--- config.mk ---
export PLATFORM = sky130hd
export DESIGN_NAME = mem_port_arbiter
export DESIGN_NICKNAME = d
export VERILOG_FILES = /design/src/rtl/mem_port_arbiter.sv
export SDC_FILE = /design/constraint.sdc
export NUM_CORES = 1
export LEC_CHECK = 0
export BUFFER_PORTS_ARGS = -buffer_cell sky130_fd_sc_hd__buf_2
export CAP_MARGIN = 0
export CORE_MARGIN = 2
export CORE_UTILIZATION = 46
export CTS_CLUSTER_DIAMETER = 50
export CTS_CLUSTER_SIZE = 20
export DETAILED_ROUTE_END_ITERATION = 12
export GPL_ROUTABILITY_DRIVEN = 0
export PLACE_DENSITY = 0.8
export REMOVE_ABC_BUFFERS = 1
export SYNTH_ARGS = -nofsm -noshare
export SYNTH_HDL_FRONTEND = slang
export SYNTH_SLANG_ARGS = --single-unit
export TNS_END_PERCENT = 10
--- constraint.sdc ---
create_clock -name clk -period 2.5 [get_ports clk]
set_clock_uncertainty 0.15 [all_clocks]
set_input_delay 0.375 -clock clk [delete_from_list [all_inputs] [get_ports clk]]
set_output_delay 0.375 -clock clk [all_outputs]
set_load 0.005 [all_outputs]
--- src/rtl/mem_port_arbiter.sv ---
// mem_port_arbiter: shares one single-ported unified memory between the
// fetch port (IF) and the data port (DM). DM normally wins; a fairness
// counter lets IF through after FAIR_LIMIT consecutive DM grants.
// The granted command is registered and held until mem_ack. A one-cycle
// ready pulse then returns the read data to the granted port.
// Optional feature: define ARB_WATCHDOG_EN to abort transactions that
// stall for MAX_WAIT cycles (ready with rdata=0, sticky err).
module mem_port_arbiter #(
  parameter int ADDR_W     = 32,
  parameter int DATA_W     = 32,
  parameter int FAIR_LIMIT = 4,
  parameter int MAX_WAIT   = 15
) (
  input  logic              clk,
  input  logic              rst_n,
  input  logic              if_req,
  input  logic [ADDR_W-1:0] if_addr,
  output logic [DATA_W-1:0] if_rdata,
  output logic              if_ready,
  input  logic              dm_req,
  input  logic              dm_we,
  input  logic [ADDR_W-1:0] dm_addr,
  input  logic [DATA_W-1:0] dm_wdata,
  output logic [DATA_W-1:0] dm_rdata,
  output logic              dm_ready,
  output logic              mem_req,
  output logic              mem_we,
  output logic [ADDR_W-1:0] mem_addr,
  output logic [DATA_W-1:0] mem_wdata,
  input  logic [DATA_W-1:0] mem_rdata,
  input  logic              mem_ack,
  output logic              err
);

  localparam int              FC_W     = $clog2(FAIR_LIMIT + 1);
  localparam logic [FC_W-1:0] FAIR_MAX = FC_W'(FAIR_LIMIT);

  typedef enum logic [1:0] {
    ST_IDLE = 2'd0,
    ST_BUSY = 2'd1,
    ST_RESP = 2'd2
  } state_t;

  typedef enum logic [1:0] {
    GNT_NONE = 2'd0,
    GNT_IF   = 2'd1,
    GNT_DM   = 2'd2
  } grant_t;

  state_t            state_r, state_nxt_s;
  grant_t            grant_r, grant_nxt_s;
  logic [FC_W-1:0]   fair_cnt_r, fair_nxt_s;
  logic              mem_req_r, mem_req_nxt_s;
  logic              mem_we_r, mem_we_nxt_s;
  logic [ADDR_W-1:0] mem_addr_r, mem_addr_nxt_s;
  logic [DATA_W-1:0] mem_wdata_r, mem_wdata_nxt_s;
  logic [DATA_W-1:0] if_rdata_r, if_rdata_nxt_s;
  logic [DATA_W-1:0] dm_rdata_r, dm_rdata_nxt_s;
  logic              if_ready_r, if_ready_nxt_s;
  logic              dm_ready_r, dm_ready_nxt_s;
  logic              dm_wins_s;
  logic              timeout_s;
  logic [DATA_W-1:0] rsp_data_s;

  // DM wins unless IF is also waiting and DM has used up its fairness budget
  assign dm_wins_s  = dm_req && (!if_req || (fair_cnt_r < FAIR_MAX));
  // an aborted transaction returns zero instead of memory data
  assign rsp_data_s = mem_ack ? mem_rdata : '0;

  // Next-state, grant, fairness and output-register computation
  always_comb begin
    state_nxt_s     = state_r;
    grant_nxt_s     = grant_r;
    fair_nxt_s      = fair_cnt_r;
    mem_req_nxt_s   = mem_req_r;
    mem_we_nxt_s    = mem_we_r;
    mem_addr_nxt_s  = mem_addr_r;
    mem_wdata_nxt_s = mem_wdata_r;
    if_rdata_nxt_s  = if_rdata_r;
    dm_rdata_nxt_s  = dm_rdata_r;
    if_ready_nxt_s  = 1'b0;
    dm_ready_nxt_s  = 1'b0;
    case (state_r)
      ST_IDLE: begin
        if (dm_wins_s) begin
          state_nxt_s     = ST_BUSY;
          grant_nxt_s     = GNT_DM;
          mem_req_nxt_s   = 1'b1;
          mem_we_nxt_s    = dm_we;
          mem_addr_nxt_s  = dm_addr;
          mem_wdata_nxt_s = dm_wdata;
          if (if_req) begin
            if (fair_cnt_r < FAIR_MAX) begin
              fair_nxt_s = fair_cnt_r + FC_W'(1);
            end else begin
              fair_nxt_s = FAIR_MAX;
            end
          end else begin
            fair_nxt_s = '0;
          end
        end else if (if_req) begin
          state_nxt_s     = ST_BUSY;
          grant_nxt_s     = GNT_IF;
          mem_req_nxt_s   = 1'b1;
          mem_we_nxt_s    = 1'b0;
          mem_addr_nxt_s  = if_addr;
          mem_wdata_nxt_s = '0;
          fair_nxt_s      = '0;
        end else begin
          state_nxt_s = ST_IDLE;
        end
      end
      ST_BUSY: begin
        if (mem_ack || timeout_s) begin
          state_nxt_s   = ST_RESP;
          mem_req_nxt_s = 1'b0;
          if (grant_r == GNT_IF) begin
            if_ready_nxt_s = 1'b1;
            if_rdata_nxt_s = rsp_data_s;
          end else if (grant_r == GNT_DM) begin
            dm_ready_nxt_s = 1'b1;
            dm_rdata_nxt_s = rsp_data_s;
          end else begin
            grant_nxt_s = GNT_NONE;
          end
        end else begin
          state_nxt_s = ST_BUSY;
        end
      end
      ST_RESP: begin
        // requests are deliberately not evaluated here
        state_nxt_s = ST_IDLE;
        grant_nxt_s = GNT_NONE;
      end
      default: begin
        state_nxt_s   = ST_IDLE;
        grant_nxt_s   = GNT_NONE;
        mem_req_nxt_s = 1'b0;
      end
    endcase
  end

  // FSM state and grant register
  always_ff @(posedge clk or negedge rst_n) begin
    if (!rst_n) begin
      state_r    <= ST_IDLE;
      grant_r    <= GNT_NONE;
      fair_cnt_r <= '0;
    end else begin
      state_r    <= state_nxt_s;
      grant_r    <= grant_nxt_s;
      fair_cnt_r <= fair_nxt_s;
    end
  end

  // Registered memory command and per-port response outputs
  always_ff @(posedge clk or negedge rst_n) begin
    if (!rst_n) begin
      mem_req_r   <= 1'b0;
      mem_we_r    <= 1'b0;
      mem_addr_r  <= '0;
      mem_wdata_r <= '0;
      if_rdata_r  <= '0;
      dm_rdata_r  <= '0;
      if_ready_r  <= 1'b0;
      dm_ready_r  <= 1'b0;
    end else begin
      mem_req_r   <= mem_req_nxt_s;
      mem_we_r    <= mem_we_nxt_s;
      mem_addr_r  <= mem_addr_nxt_s;
      mem_wdata_r <= mem_wdata_nxt_s;
      if_rdata_r  <= if_rdata_nxt_s;
      dm_rdata_r  <= dm_rdata_nxt_s;
      if_ready_r  <= if_ready_nxt_s;
      dm_ready_r  <= dm_ready_nxt_s;
    end
  end

`ifdef ARB_WATCHDOG_EN
  localparam int                WAIT_W    = $clog2(MAX_WAIT + 1);
  localparam logic [WAIT_W-1:0] WAIT_LAST = WAIT_W'(MAX_WAIT - 1);

  logic [WAIT_W-1:0] wait_cnt_r;
  logic              err_r;

  // abort in the BUSY cycle that would bring the stall count to MAX_WAIT
  assign timeout_s = (state_r == ST_BUSY) && !mem_ack && (wait_cnt_r == WAIT_LAST);

  // Stall counter: held at zero outside BUSY so every grant starts from zero
  always_ff @(posedge clk or negedge rst_n) begin
    if (!rst_n) begin
      wait_cnt_r <= '0;
    end else if ((state_r == ST_BUSY) && !mem_ack) begin
      wait_cnt_r <= wait_cnt_r + WAIT_W'(1);
    end else begin
      wait_cnt_r <= '0;
    end
  end

  // Sticky error flag, cleared only by reset
  always_ff @(posedge clk or negedge rst_n) begin
    if (!rst_n) begin
      err_r <= 1'b0;
    end else begin
      err_r <= err_r | timeout_s;
    end
  end

  assign err = err_r;
`else
  // without the watchdog BUSY waits for mem_ack indefinitely
  logic [31:0] unused_max_wait_s;
  assign unused_max_wait_s = 32'(MAX_WAIT);
  assign timeout_s         = 1'b0;
  assign err               = 1'b0;
`endif

  assign mem_req   = mem_req_r;
  assign mem_we    = mem_we_r;
  assign mem_addr  = mem_addr_r;
  assign mem_wdata = mem_wdata_r;
  assign if_rdata  = if_rdata_r;
  assign if_ready  = if_ready_r;
  assign dm_rdata  = dm_rdata_r;
  assign dm_ready  = dm_ready_r;

endmodule
==> flow_summary.yaml, run 1 <==
run_status:
  outcome: "finished clean"
synthesis:
  synthAdderAreaFrac_pct: 0.227
  yosysUniqueCellTypes: 29
  syn_area_per_cell_sq_um: 12.9
  muxShareOfSynthArea_pct: 13.1
  synth_warnings: 0
  synth_seq_cells: 139
  synth_top_family_by_area: "compound AO/OA/AOI/OAI gates"
  yosys.area_share.simple_pct: 6.76
  synth-seq-area-share_pct: 63.0
  syn_inst: 427
  synth_xor_area_share_pct: 0
  syn-cell-area_sq_um: 5520
  synth_compound_gate_area_share_pct: 13.2
setup_path:
  end_kind: "register"
  r2r_slack_ns: 0.47
  worstSetupStartpointType: "register"
  r2r_start: "state_r[0]"
  path_max_fanout: 33
  cp.required_ns: 2.64
  crit_path_start: "state_r[0]"
  path_class: "register to register"
  arrival_ns: 2.17
sta:
  post-route-period-util_pct: 81.2
  slew_viol_final: 0
  tns_ns: 0
  fin_ws_ns: 0.470
  hold_viol: 0
  max_freq_ghz: 0.493
  setup_viol: 0
  period_needed_ns: 2.03
  rsz0062_at_grt: "no"
placed_design:
  dp_cells: 816
  dpl.hpwl_microns: 9850
  pre_cts_ws_ns: 0.509
  portBuffers: 265
finish:
  final_util_pct: 63.8
  final_common_cell: "buf_2"
  fin_nets: 824
  syn_to_final_growth_pct: 37.2
  diodes: 0
  mostFrequentLayoutCells: "buf_2, dfrtp_1, nand2_1"
  drive_above_1_share_pct: 53.8
  regArea_sq_um: 3480
  fillers: 935
  final-instance-count-excl-fill: 849
  multi_input_area_sq_um: 1840
die:
  die_w_microns: 114
  initial_core_util_pct: 46.5
  pin_count: 267
  core_sq_um: 11900
  die_area_sq_um: 12900
  rows: 40
  dieHeight_microns: 114
cts:
  cts_max_path_buffers: 2
  clock-sinks: 139
  clk_pin_slew_worst_paths_ns: 0.06
  insertion_delay_ns: 0.41
  htreeDepth: 4
  cts_root_buf: "clkbuf_16"
  cts_tree: "built"
  cts_made_buffers: 17
routing:
  drt_first_pass_iters: 4
  drtIter0Drc: 311
  vias: 4468
  avgRoutedWirePerCell_microns: 16.7
  viasPerCell: 5.26
  drc: 0
  antenna_left: 0
  finalWirelength_microns: 14200
global_routing:
  antenna_found_initial: 0
  busiest_layer: "met2"
  grt_pass1_wl_microns: 22600
  use_met1_pct: 27.7
  met3_usage_pct: 6.27
  track_usage_pct: 22.4
  grt_max_degree: 53
  overflow: 0
  met2_usage_pct: 37.6
  grt_pass1_vias: 4578
pwr:
  cellPowerDensity_nw_per_um2: 1290
  p_total_mw: 9.75
  p_leak_nw: 3.83
  peakVddDrop_mv: 0.569
worst_hold_path:
  min_path_type: "input port to register"
  hold_start: "dm_wdata[14]"
run:
  drv_cap: 0
==> sequential cells by signal, indices dropped and copies added, names as in the netlist, 2 cells and up <==
name / flops
fair_cnt_r: 3
state_r: 2
if_rdata: 32
mem_addr: 32
dm_rdata: 32
grant_r: 2
mem_wdata: 32
==> through the flow <==
| stage | instance area (sq um) | hold slack (ns) |
|---|---|---|
| 2_1_floorplan | 5320 | -0.0706 |
| 3_3_place_gp | 6950 | 0.192 |
| 3_5_place_dp | 6950 | 0.202 |
| 4_1_cts | 7570 | 0.0105 |
| 5_1_grt | 7570 | 0.0104 |
| 6_report | 7570 | 0.0296 |
==> cells in the mapped netlist <==
library cell  instances  share of area [%]
nor2b_1               1               0.11
inv_1                 1              0.068
nor2_2                1               0.11
mux2_2               63                 13
a21bo_2               1               0.18
a21boi_1              1               0.14
o21a_1                1               0.14
clkbuf_1             14               0.95
buf_4                 2               0.27
nor3_4                1               0.29
ha_1                  1               0.23
and2_1                1               0.11
or2_0                 1               0.11
nor2_1                2               0.14
nand3_1               2               0.18
buf_2                12                1.1
a31o_2                1               0.16
a22o_1               35                5.6
conb_1                1              0.068
a31oi_1              32                3.6
o21ai_0               1              0.091
nand2_4               1               0.20
a32o_1                2               0.36
mux2_1                1               0.20
nor4b_4               2               0.86
dfrtp_1             139                 63
nand2_1              68                4.6
a21oi_1              33                3.0
buf_6                 6                1.2
==> critical path: stages, from the launching register on <==
cell     delay [ns]
dfrtp_1        0.54
nand2_4        0.11
nor4b_4        0.25
buf_4          0.42
mux2_2         0.41
==> layout make-up <==
cell class                 instances  area share, %
multi-input combinational        253           24.4
inverter                           1         0.0496
tap                              147           2.43
timing repair buffer             277           19.2
sequential                       139           45.9
clock inverter                    11           1.87
clock buffer                      21           6.21
==> timing repair <==
action                    CTS  global route
setup buffers               0             0
hold endpoints to repair   50             0
hold buffers                1             0
resized for setup           0             0
==> power by group <==
part | switching (mW) | leakage, nW | total [mW] | internal, mW
Combinational | 1.49 | 1.85 | 3.21 | 1.72
Sequential | 0.621 | 1.69 | 3.97 | 3.35
Clock | 0.928 | 0.295 | 2.57 | 1.64
Total | 3.04 | 3.83 | 9.75 | 6.72
==> worst paths after layout <==
kind,cells past startpoint,end
max in group asynchronous,3,dm_rdata[22]
min reg2reg,1,mem_wdata[20]
min,2,mem_wdata[14]
max,4,dm_rdata[5]
min in group asynchronous,2,mem_wdata[28]
max reg2reg,4,dm_rdata[5]
==> cell families (layout without fill, tap and decap cells) <==
logic type,count (synthesis),in the layout
other,1,1
flip-flops,139,139
adder cells (fa/ha/maj),1,1
multiplexers,64,64
AND/OR/NAND/NOR,80,80
buffers and inverters,35,310
AO/OA/AOI/OAI,107,107
==> metal layers <==
layer	share of wire (%)	wire, microns
met1	41	5850
met5	0	0
met4	1.9	276
met3	7.0	994
met2	50	7040
Power figures use the tool's default switching activity.
==> run 2, diff against run 1 <==
--- a/config.mk
+++ b/config.mk
@@ -8,12 +8,12 @@
 export BUFFER_PORTS_ARGS = -buffer_cell sky130_fd_sc_hd__buf_2
 export CAP_MARGIN = 0
 export CORE_MARGIN = 2
-export CORE_UTILIZATION = 46
+export CORE_UTILIZATION = 42
 export CTS_CLUSTER_DIAMETER = 50
 export CTS_CLUSTER_SIZE = 20
 export DETAILED_ROUTE_END_ITERATION = 12
 export GPL_ROUTABILITY_DRIVEN = 0
-export PLACE_DENSITY = 0.8
+export PLACE_DENSITY = 0.77
 export REMOVE_ABC_BUFFERS = 1
 export SYNTH_ARGS = -nofsm -noshare
 export SYNTH_HDL_FRONTEND = slang
==> constraint.sdc (replaced) <==
create_clock -name clk -period 1.8 [get_ports clk]
set_clock_uncertainty 0.15 [all_clocks]
set_input_delay 0.27 -clock clk [delete_from_list [all_inputs] [get_ports clk]]
set_output_delay 0.27 -clock clk [all_outputs]
set_load 0.005 [all_outputs]
==> run 2 against run 1 <==
- clock power up 42%
- hold slack worse by 0.0067 ns
- fmax up 14%
- flip-flop and latch count unchanged
- worst setup slack worse by 0.44 ns
- die area up 9.2%
- critical endpoint is now dm_rdata[23]
- register-to-register slack worse by 0.44 ns
==> flow_summary.yaml, run 2 (synthesis results as in run 1) <==
run_status:
  outcome: "finished clean"
pwr:
  p_leak_nw: 4.47
  peakVddDrop_mv: 0.789
  p_total_mw: 14.3
  cellPowerDensity_nw_per_um2: 1580
finish:
  mostFrequentLayoutCells: "buf_2, dfrtp_1, dlygate4sd3_1"
  multi_input_area_sq_um: 1840
  drive_above_1_share_pct: 46.2
  final_common_cell: "buf_2"
  fillers: 788
  diodes: 0
  syn_to_final_growth_pct: 65.0
  fin_nets: 962
  regArea_sq_um: 3480
routing:
  drtIter0Drc: 573
  drt_first_pass_iters: 5
  drc: 0
  avgRoutedWirePerCell_microns: 18.7
  finalWirelength_microns: 18900
  viasPerCell: 5.25
  antenna_left: 0
  vias: 5315
setup_path:
  path_class: "register to register"
  crit_chain: "nor4b_4 > buf_4 > buf_12 > mux2_2"
  r2r_cells: 4
  path_max_fanout: 17
  arrival_ns: 1.91
  path_buf_inv: 2
  worstSetupStartpointType: "register"
  r2r_slack_ns: 0.03
  cp.required_ns: 1.94
  end_kind: "register"
  r2r_end: "dm_rdata[23]"
  r2r_start: "state_r[1]"
  crit_family: "flip-flops"
  critical-path-max-stage-delay_ns: 0.48
  crit_slowest_cell: "dfrtp_1"
global_routing:
  grt_max_degree: 54
  grt_pass1_vias: 5622
  track_usage_pct: 27.2
  antenna_found_initial: 0
  grt_pass1_wl_microns: 30000
  overflow: 0
sta:
  setup_viol: 0
  slew_viol_final: 0
  period_needed_ns: 1.77
  fin_ws_ns: 0.0263
  tns_ns: 0
  post-route-period-util_pct: 98.5
  hold_viol: 0
  max_freq_ghz: 0.564
worst_hold_path:
  min_path_type: "input port to register"
  hold_end: "state_r[1]"
  hold_depth: 3
  hold_start: "mem_ack"
cts:
  cts_tree: "built"
  cts_root_buf: "clkbuf_16"
  clk_pin_slew_worst_paths_ns: 0.06
  clock-sinks: 139
  cts_made_buffers: 17
  cts_max_path_buffers: 2
  insertion_delay_ns: 0.41
  htreeDepth: 4
die:
  pin_count: 267
  core_sq_um: 12700
  rows: 41
  initial_core_util_pct: 43.4
  die_w_microns: 119
  dieHeight_microns: 119
  die_area_sq_um: 14100
placed_design:
  pre_cts_ws_ns: 0.0586
  dpl.hpwl_microns: 10400
  portBuffers: 265
run:
  drv_cap: 0
[run 2: through the flow]
| step | cells | hold WS, ns | util [%] | cell area, sq um |
|---|---|---|---|---|
| finish | 1012 | 0.0229 | 71.5 | 9100 |
| global route | 1012 | 0.0262 | 71.5 | 9100 |
| CTS | 1008 | 0.00285 | 71.0 | 9040 |
| detailed placement | 846 | 0.0876 | 55.9 | 7110 |
| global placement | 846 | 0.0794 | 55.9 | 7110 |
| floorplan | 393 | -0.176 | - | 5320 |
[run 2: worst register-to-register path, stage by stage, from the launching register on]
cell	delay, ns
dfrtp_1	0.48
nor4b_4	0.29
buf_4	0.18
buf_12	0.17
mux2_2	0.38
[run 2: area by class of cell]
| type | instances | area share (%) |
|---|---|---|
| clock buffers | 22 | 5.43 |
| multi-input cells | 253 | 20.3 |
| clock inverters | 10 | 1.48 |
| inverters | 1 | 0.0412 |
| well taps | 172 | 2.36 |
| flip-flops and latches | 139 | 38.2 |
| repair buffers | 415 | 32.2 |
[run 2: per-layer routing]
layer	vias to the layer above	track usage [%]	wire (microns)
met4	0	12.6	687
met3	72	8.20	1630
li1	2330	-	-
met1	2573	32.6	7110
met5	-	0	0
met2	340	45.1	9450
[run 2: repair_timing]
item                                   4_1_cts  5_1_grt
resized for setup                            0        0
endpoints found under the hold margin      204        0
setup buffers                                0        2
hold buffers                               130        0
setup endpoints to repair                    0       58
[run 2: report_power, final]
group	switching, mW	internal, mW	total (mW)
combinational	2.32	2.75	5.08
clock	1.29	2.36	3.65
sequential	0.956	4.66	5.61
total	4.57	9.77	14.3
[run 2: worst max-delay path by stage]
stage	start	endpoint	slack, ns	depth (start not counted)
6_report	state_r[1]	dm_rdata[23]	0.03	4
5_1_grt	state_r[1]	dm_rdata[0]	-0.02	4
4_1_cts	state_r[1]	if_rdata[17]	0.06	3
3_5_place_dp	state_r[1]	if_rdata[17]	0.06	3
3_3_place_gp	state_r[1]	if_rdata[28]	0.13	3
2_1_floorplan	if_req	fair_cnt_r[1]	-0.98	3
==> run 3, diff against run 2 <==
--- a/config.mk
+++ b/config.mk
@@ -5,15 +5,15 @@
 export SDC_FILE = /design/constraint.sdc
 export NUM_CORES = 1
 export LEC_CHECK = 0
-export BUFFER_PORTS_ARGS = -buffer_cell sky130_fd_sc_hd__buf_2
 export CAP_MARGIN = 0
 export CORE_MARGIN = 2
-export CORE_UTILIZATION = 42
+export CORE_UTILIZATION = 55
 export CTS_CLUSTER_DIAMETER = 50
 export CTS_CLUSTER_SIZE = 20
 export DETAILED_ROUTE_END_ITERATION = 12
+export DONT_BUFFER_PORTS = 1
 export GPL_ROUTABILITY_DRIVEN = 0
-export PLACE_DENSITY = 0.77
+export PLACE_DENSITY = 0.73
 export REMOVE_ABC_BUFFERS = 1
 export SYNTH_ARGS = -nofsm -noshare
 export SYNTH_HDL_FRONTEND = slang
==> run 3 against run 2 <==
- the run now fails in clock tree synthesis
- synthesized cell count stayed put
- area after synthesis stayed put
==> flow_summary.yaml, run 3 <==
run_status:
  outcome: "stopped before the end"
  stop_stage: "clock tree synthesis"
  stop_error: "[ERROR RSZ-0060] Max buffer count reached."
synthesis:
  async_reset_ff_share_pct: 100
  syn_inst: 427
  dominantRegCellSynth: "dfrtp_1"
  synth_most_common_cell: "dfrtp_1"
  synth_top_area_share_pct: 63.0
  synth-seq-area-share_pct: 63.0
  yosysUniqueCellTypes: 29
  synth.cells.most_frequent: "dfrtp_1, nand2_1, mux2_2"
  synth_warnings: 0
  yosys-top-cells-area: "dfrtp_1, mux2_2, a22o_1"
  syn_area_per_cell_sq_um: 12.9
  synth_seq_cells: 139
  synth_edf_count: 0
  yosys.area.top_type: "dfrtp_1"
  syn-cell-area_sq_um: 5520
cts:
  htreeDepth: 4
  postCtsSetupBuffers: 0
  cts_root_buf: "clkbuf_8"
  cts_repair_resize_count: 0
  postCtsHoldBufs: 115
  cts_made_buffers: 17
  clock-sinks: 139
  cts_max_path_buffers: 2
placed_design:
  portBuffers: 0
  dpl.hpwl_microns: 8470
die:
  pin_count: 267
  rows: 36
  die_w_microns: 104
  dieHeight_microns: 104
  initial_core_util_pct: 56.5
-- run 3: cell counts after synthesis --
Identical to the previous run, type by type.
-- run 3: cell families after synthesis --
logic type                 after synthesis  synth area share, %
buffers and inverters                   35                 3.61
adders and majority gates                1                0.227
other                                    1               0.0680
and+or+nand+nor                         80                 6.76
muxes                                   64                 13.1
DFF                                    139                 63.0
AOI/OAI and AO/OA                      107                 13.2
-- run 3: per-stage QoR --
stage               hold WS (ns)  cell area (sq um)  std cells  setup slack [ns]  util (%)
detailed placement        -0.173               5640        540            0.0676      57.7
global placement          -0.173               5640        540             0.127      57.7
floorplan                 -0.176               5320        393            -0.985         -
==> run 4, diff against run 3 <==
--- a/config.mk
+++ b/config.mk
@@ -7,13 +7,11 @@
 export LEC_CHECK = 0
 export CAP_MARGIN = 0
 export CORE_MARGIN = 2
-export CORE_UTILIZATION = 55
-export CTS_CLUSTER_DIAMETER = 50
-export CTS_CLUSTER_SIZE = 20
+export CORE_UTILIZATION = 40
 export DETAILED_ROUTE_END_ITERATION = 12
 export DONT_BUFFER_PORTS = 1
 export GPL_ROUTABILITY_DRIVEN = 0
-export PLACE_DENSITY = 0.73
+export PLACE_DENSITY_LB_ADDON = 0.15
 export REMOVE_ABC_BUFFERS = 1
 export SYNTH_ARGS = -nofsm -noshare
 export SYNTH_HDL_FRONTEND = slang
==> constraint.sdc (replaced) <==
create_clock -name clk -period 2.35 [get_ports clk]
set_clock_uncertainty 0.15 [all_clocks]
set_input_delay 0.3525 -clock clk [delete_from_list [all_inputs] [get_ports clk]]
set_output_delay 0.3525 -clock clk [all_outputs]
set_load 0.005 [all_outputs]
==> run 4 against run 3 <==
- the run again fails in clock tree synthesis
- synthesized cell count unchanged
- area after synthesis is the same
==> flow_summary.yaml, run 4 <==
run_status:
  outcome: "stopped before the end"
  stop_stage: "clock tree synthesis"
  stop_error: "[ERROR RSZ-0060] Max buffer count reached."
synthesis:
  syn_inst: 427
  synth_top_area_share_pct: 63.0
  synth.cells.most_frequent: "dfrtp_1, nand2_1, mux2_2"
  yosys-top-cells-area: "dfrtp_1, mux2_2, a22o_1"
  async_reset_ff_share_pct: 100
  dominantRegCellSynth: "dfrtp_1"
  synthAdderAreaFrac_pct: 0.227
  yosysUniqueCellTypes: 29
  synth_most_common_cell: "dfrtp_1"
  syn_area_per_cell_sq_um: 12.9
  synth_compound_gate_area_share_pct: 13.2
  synth_warnings: 0
  synth_seq_cells: 139
  syn-cell-area_sq_um: 5520
  synth_edf_count: 0
  yosys.area_share.simple_pct: 6.76
  yosys.area.top_type: "dfrtp_1"
  synth-seq-area-share_pct: 63.0
  synth_xor_area_share_pct: 0
  muxShareOfSynthArea_pct: 13.1
  synth_top_family_by_area: "compound AO/OA/AOI/OAI gates"
cts:
  postCtsSetupBuffers: 0
  cts_max_path_buffers: 2
  cts_root_buf: "clkbuf_16"
  cts_made_buffers: 17
  clock-sinks: 139
  postCtsHoldBufs: 123
  htreeDepth: 4
  cts_repair_resize_count: 0
placed_design:
  dpl.hpwl_microns: 8470
  portBuffers: 0
  place_area_sq_um: 5650
  pre_cts_ws_ns: 0.487
die:
  rows: 42
  pin_count: 267
  dieHeight_microns: 121
  initial_core_util_pct: 41.3
  die_w_microns: 121
-- run 4: cell counts after synthesis --
No cell type changed its count.
-- run 4: per-stage QoR --
step	cells	TNS (ns)	util, %	hold slack, ns
floorplan	393	-30.13	-	-0.0931
detailed placement	580	0	42.4	-0.0901
global placement	580	0	42.4	-0.0901
-- run 4: cell families after synthesis --
kind of cell	after synthesis
AO/OA/AOI/OAI	107
flip-flops	139
other	1
adder cells (fa/ha/maj)	1
AND/OR/NAND/NOR	80
multiplexers	64
buffers and inverters	35
